==> src/rtl/i2s_tx_core.sv <==
// ---------------------------------------------------------------------------
// i2s_tx_core -- I2S master transmitter with a one-entry sample-pair buffer.
//
// Generates SCK by dividing clk_i, drives WS (0 = left, 1 = right) and
// shifts each channel sample out MSB first with the standard one-SCK delay
// behind WS. Samples narrower than the slot are padded with zeros.
//
// Ports:
//   clk_i       system clock, all flops on its rising edge
//   rst_i       asynchronous active-high reset
//   en_i        transmit enable (stop takes effect at the next frame end)
//   data_l_i    left sample  (DATA_W bits, two's complement)
//   data_r_i    right sample (DATA_W bits, two's complement)
//   valid_i     sample pair valid
//   ready_o     input buffer empty, a pair can be accepted
//   sck_o       serial clock
//   ws_o        word select
//   sd_o        serial data
//   underrun_o  one-cycle pulse when a frame starts with an empty buffer
// ---------------------------------------------------------------------------
module i2s_tx_core #(
  parameter int DATA_W  = 24,
  parameter int SLOT_W  = 32,
  parameter int CLK_DIV = 4
) (
  input  logic              clk_i,
  input  logic              rst_i,
  input  logic              en_i,
  input  logic [DATA_W-1:0] data_l_i,
  input  logic [DATA_W-1:0] data_r_i,
  input  logic              valid_i,
  output logic              ready_o,
  output logic              sck_o,
  output logic              ws_o,
  output logic              sd_o,
  output logic              underrun_o
);

  localparam int DIV_W = (CLK_DIV > 1) ? $clog2(CLK_DIV) : 1;
  localparam int CNT_W = $clog2(2 * SLOT_W);

  localparam logic [DIV_W-1:0] DIV_MAX  = DIV_W'(CLK_DIV - 1);
  localparam logic [CNT_W-1:0] CNT_MAX  = CNT_W'(2 * SLOT_W - 1);
  localparam logic [CNT_W-1:0] SLOT_CNT = CNT_W'(SLOT_W);

  typedef enum logic {
    IDLE = 1'b0,
    RUN  = 1'b1
  } state_t;

  state_t            state_q, state_d;
  logic [DIV_W-1:0]  div_q, div_d;
  logic [CNT_W-1:0]  cnt_q, cnt_d;
  logic              sck_q, sck_d;
  logic              ws_q, ws_d;
  logic              sd_q, sd_d;
  logic              underrun_q, underrun_d;
  logic              buf_full_q, buf_full_d;
  logic [DATA_W-1:0] buf_l_q, buf_l_d;
  logic [DATA_W-1:0] buf_r_q, buf_r_d;
  logic [DATA_W-1:0] frm_l_q, frm_l_d;
  logic [DATA_W-1:0] frm_r_q, frm_r_d;

  // Bit k of a slot (k = 0 is the MSB); positions beyond the sample are 0.
  function automatic logic slot_bit(input logic [DATA_W-1:0] s,
                                    input logic [CNT_W-1:0]  k);
    logic r;
    r = 1'b0;
    for (int i = 0; i < DATA_W; i++) begin
      if (k == CNT_W'(i)) begin
        r = s[DATA_W-1-i];
      end else begin
        r = r;
      end
    end
    return r;
  endfunction

  // Next-state logic: divider, bit counter, serial outputs and buffer.
  always_comb begin
    logic             accept;
    logic             frame_load;
    logic [CNT_W-1:0] cnt_nx;

    state_d    = state_q;
    div_d      = div_q;
    cnt_d      = cnt_q;
    sck_d      = sck_q;
    ws_d       = ws_q;
    sd_d       = sd_q;
    underrun_d = 1'b0;
    buf_full_d = buf_full_q;
    buf_l_d    = buf_l_q;
    buf_r_d    = buf_r_q;
    frm_l_d    = frm_l_q;
    frm_r_d    = frm_r_q;
    accept     = valid_i & ~buf_full_q;
    frame_load = 1'b0;
    cnt_nx     = '0;

    case (state_q)
      IDLE: begin
        sck_d = 1'b0;
        ws_d  = 1'b0;
        sd_d  = 1'b0;
        div_d = '0;
        cnt_d = '0;
        if (en_i) begin
          state_d    = RUN;
          frame_load = 1'b1;
        end else begin
          state_d = IDLE;
        end
      end
      RUN: begin
        if (div_q == DIV_MAX) begin
          div_d = '0;
          sck_d = ~sck_q;
          if (sck_q) begin
            // Falling SCK event: the bit leaving now is slot position cnt_q,
            // one SCK behind the WS value derived from the new count.
            cnt_nx = (cnt_q == CNT_MAX) ? '0 : cnt_q + CNT_W'(1);
            if ((cnt_q == CNT_MAX) && !en_i) begin
              state_d = IDLE;
              sck_d   = 1'b0;
              ws_d    = 1'b0;
              sd_d    = 1'b0;
              cnt_d   = '0;
            end else begin
              cnt_d = cnt_nx;
              ws_d  = (cnt_nx >= SLOT_CNT);
              // Sampled from the frame register before it reloads, so the
              // last right bit still comes from the previous frame.
              if (cnt_q < SLOT_CNT) begin
                sd_d = slot_bit(frm_l_q, cnt_q);
              end else begin
                sd_d = slot_bit(frm_r_q, cnt_q - SLOT_CNT);
              end
              frame_load = (cnt_q == CNT_MAX);
            end
          end else begin
            cnt_d = cnt_q;
          end
        end else begin
          div_d = div_q + DIV_W'(1);
        end
      end
      default: begin
        state_d = IDLE;
      end
    endcase

    if (frame_load) begin
      if (buf_full_q) begin
        frm_l_d    = buf_l_q;
        frm_r_d    = buf_r_q;
        buf_full_d = 1'b0;
      end else begin
        frm_l_d    = '0;
        frm_r_d    = '0;
        underrun_d = 1'b1;
      end
    end else begin
      underrun_d = 1'b0;
    end

    // An accept can only happen with the buffer empty, so it never collides
    // with a frame consuming the buffer on the same edge.
    if (accept) begin
      buf_full_d = 1'b1;
      buf_l_d    = data_l_i;
      buf_r_d    = data_r_i;
    end else begin
      buf_full_d = buf_full_d;
    end
  end

  // State and output registers.
  always_ff @(posedge clk_i or posedge rst_i) begin
    if (rst_i) begin
      state_q    <= IDLE;
      div_q      <= '0;
      cnt_q      <= '0;
      sck_q      <= 1'b0;
      ws_q       <= 1'b0;
      sd_q       <= 1'b0;
      underrun_q <= 1'b0;
      buf_full_q <= 1'b0;
      buf_l_q    <= '0;
      buf_r_q    <= '0;
      frm_l_q    <= '0;
      frm_r_q    <= '0;
    end else begin
      state_q    <= state_d;
      div_q      <= div_d;
      cnt_q      <= cnt_d;
      sck_q      <= sck_d;
      ws_q       <= ws_d;
      sd_q       <= sd_d;
      underrun_q <= underrun_d;
      buf_full_q <= buf_full_d;
      buf_l_q    <= buf_l_d;
      buf_r_q    <= buf_r_d;
      frm_l_q    <= frm_l_d;
      frm_r_q    <= frm_r_d;
    end
  end

  assign ready_o    = ~buf_full_q;
  assign sck_o      = sck_q;
  assign ws_o       = ws_q;
  assign sd_o       = sd_q;
  assign underrun_o = underrun_q;

endmodule

==> config.mk <==
export PLATFORM = sky130hd
export DESIGN_NAME = i2s_tx_core
export DESIGN_NICKNAME = d
export VERILOG_FILES = /design/src/rtl/i2s_tx_core.sv
export SDC_FILE = /design/constraint.sdc
export NUM_CORES = 1
export LEC_CHECK = 0
export ABC_AREA = 1
export BUFFER_PORTS_ARGS = -buffer_cell sky130_fd_sc_hd__buf_2
export CAP_MARGIN = 15
export CORE_ASPECT_RATIO = 2
export CORE_MARGIN = 3
export CORE_UTILIZATION = 30
export CTS_CLUSTER_DIAMETER = 120
export DETAILED_ROUTE_END_ITERATION = 7
export SETUP_SLACK_MARGIN = 0.4
export SYNTH_ARGS = -nofsm -noshare
export SYNTH_HDL_FRONTEND = slang
export SYNTH_SLANG_ARGS = --single-unit
==> constraint.sdc <==
create_clock -name clk_i -period 7.6 [get_ports clk_i]
set_input_delay 0.76 -clock clk_i [delete_from_list [all_inputs] [get_ports clk_i]]
set_output_delay 0.76 -clock clk_i [all_outputs]
set_load 0.005 [all_outputs]
==> results.txt <==
Largest net degree at the start of global routing - 57
R2r worst-path depth - 11
First-pass GRT wire length - 19.4 mm
RSZ-0062 raised after global routing - no
CP cell instances - ha_1 > nand2_1 > nor2_1 > nand2_1 > o21ai_1 > nand3_1 > buf_4 > inv_1 > buf_4 > nand3_1 > o21ai_0
Crit path DAT - 3240 ps
Layout area overhead - 15.8%
Met3 WL - 280 um
Leak - 3.03 nW
First-pass iteration count of the detailed router - 4
Vias in the first global route - 3896
Mapped Area - 5180 um^2
Reg-to-Reg End - frm_l_q[8]
Layout cells sized above 1 - 0.229
Post-cts resize count - 0
Slowest CP cell - buf_4
Clock Tree Buf Depth - 2
Critical path class - register to register
Avg Inst Size Synth - 9.03 um^2
Hold Path End - div_q[0]
# nets final - 679
Width of the die - 98.9 um
Initial Util - 0.307
GP Congestion - 0.937
Met2 Wirelength - 6.53 mm
Max Clock Skew - 7.26 ps
Distinct cells, synth - 29
Logic pwr share - 0.022
Antenna violations before repair - 0
Final cycle utilization of the critical path - 0.391
Synth top area share - 0.532
Cell Int Power - 0.912 mW
CP startpoint kind - register
R2R setup slack - 4630 ps
Post-CTS Hold Fix Bufs - 0
Ys flop type - dfrtp_1
CTS Sinks - 110
Peak VDD IR - 0.107 mV
Post-synth top area cell - dfrtp_1
Hold depth - 1
RR Startpoint - cnt_q[1]
Setup_tns - 0 ps
Outcome - complete, no violations
Grt total ovfl - 0
Die height - 192 um
Clk_lat worst skew - 350 ps
Hold_sp - div_q[0]
Port Buffers - 56
Worst Path Required - 7860 ps
Via-to-Cell Ratio - 4.58
Core area - 16800 um^2
Switch share - 0.194
Hpwl dp - 8.84 mm
DR top layer - met4
TritonCTS buffer count - 9
Antenna Nets Post-Route - 0
Final core occ - 0.356
Hold Path Class - register to register
Row count - 67
Fill count - 1718
Vias - 3811
Final WL - 11.8 mm
Die area - 19000 um^2
Initial DRC count - 210
Hold Fails Final Rpt - 0
Crit. End Element - register
Total track usage - 0.131
Sequential power share - 0.517
#FFs+latches synth - 110
Rel. slew slack - 0.526
Setup bufs post-CTS - 0
Setup violations, final - 0
Reg clk slew, reported paths - 70 ps
I/O Pins - 57
Antenna diodes - 0
Cells after synthesis - 573
Peak Freq - 0.336 GHz
Final Critical Period - 2970 ps
CTS tree - yes
Crit Path Max Fanout - 48
DRC Markers - 0
Seq/Total Area, Yosys - 0.532
Max Slew Vio Count - 0
PD cells - 189 nW/um^2
Net Switching - 0.219 mW
Root buffer cell - clkbuf_16
Asr flop ratio synth - 1.00
Max-Cap Viols - 0
DRT met1 WL - 4.63 mm
Clock Power Share - 0.461
Synth top area cells - dfrtp_1 (53%), mux2_2 (10%), nand2_1 (9.4%)
Tightest Pin Transition - 712 ps
Htree depth - 3
Max incr delay on CP - 390 ps
Number of flops mapped to enable cells by yosys - 0
Mapped Nets - 630
Avg WL per Cell - 14.1 um
Synthesis warning total - 0
[cell families after synthesis]
kind of cell | count (synthesis) | synth area share
compound gates | 97 | 0.0984
xor+xnor | 1 | 0.00169
fa+ha+maj | 5 | 0.0121
buf+inv | 96 | 0.0725
flops | 110 | 0.532
mux | 48 | 0.104
simple gates | 216 | 0.179
[routing by layer]
layer	vias up	track usage
li1	1947	-
met1	1790	0.142
met2	59	0.243
met3	15	0.0207
met4	0	0.0594
met5	-	0
[cell usage after synthesis, drive strengths merged (2+ instances only)]
cell	count
mux2	48
clkbuf	18
buf	5
nand3	37
nor2	39
inv	72
nand2	134
a211oi	2
ha	5
dfrtp	110
a31oi	4
nand4	2
a21oi	20
nor3	3
o21ai	68
o211ai	2
[area by class of cell]
cell class                 instances  area [um^2]  share of cell area
multi-input combinational        367         2050               0.342
clock buffer                       9          225              0.0376
sequential                       110         2750               0.459
timing repair buffer              61          330              0.0551
inverter                          73          277              0.0461
clock inverter                     5          100              0.0167
tap                              207          259              0.0432
[worst max-delay path, delay by kind of cell (launching register included)]
family	cells	cell delay (ps)
flip-flops	1	380
AND/OR/NAND/NOR	5	760
adder cells (fa/ha/maj)	1	290
AO/OA/AOI/OAI	2	350
buffers and inverters	3	1050
[state kept, by name (all words and copies together) (netlist names)]
register / cells
buf_full_q: 1
state_q: 1
frm_l_q: 24
ws_o: 1
sd_o: 1
div_q: 2
cnt_q: 6
buf_r_q: 24
underrun_o: 1
buf_l_q: 24
sck_o: 1
frm_r_q: 24
[worst max path at each step]
stage              from           to  cells after the start
2_1_floorplan     rst_i   buf_full_q                      1
3_3_place_gp   cnt_q[0]   buf_full_q                     10
3_5_place_dp   cnt_q[0]   buf_full_q                     10
4_1_cts        cnt_q[1]   buf_full_q                     10
5_1_grt        cnt_q[1]  frm_r_q[18]                     11
6_report       cnt_q[1]   frm_l_q[8]                     11
[cells in the final DEF, fill, tap and decap left out, drive strengths merged]
| cell type | n |
|---|---|
| buf | 61 |
| a211oi | 2 |
| a31oi | 4 |
| nor4 | 1 |
| nand3 | 37 |
| inv | 72 |
| clkbuf | 9 |
| o22ai | 1 |
| xor2 | 1 |
| mux2 | 48 |
| dfrtp | 110 |
| nor3 | 3 |
| nor2 | 39 |
| o21ai | 68 |
| nand4 | 2 |
| ha | 5 |
| clkinv | 3 |
| nand2 | 134 |
| bufinv | 3 |
| a21oi | 20 |
| o211ai | 2 |
[power groups by stage]
| stage | registers, mW | clock network (mW) | logic [mW] |
|---|---|---|---|
| after floorplan | 0.596 | 0 | 0.00892 |
| after global placement | 0.596 | 0 | 0.0263 |
| after detailed placement | 0.596 | 0 | 0.0266 |
| after CTS | 0.585 | 0.533 | 0.0266 |
| after global routing | 0.585 | 0.558 | 0.0290 |
| final | 0.585 | 0.521 | 0.0250 |
[per-stage QoR]
step           instance area (um^2)  std cells  hold WS, ps  power (mW)  setup WS [ps]
4_1_cts                        5970        831          437        1.14           4630
3_3_place_gp                   5650        817          420       0.623           4660
3_5_place_dp                   5650        817          428       0.623           4670
5_1_grt                        5990        832          475        1.17           4330
6_report                       5990        832          434        1.13           4630
2_1_floorplan                  5180        573          409       0.605           3940
No activity file was read; power rests on OpenSTA's default activity.
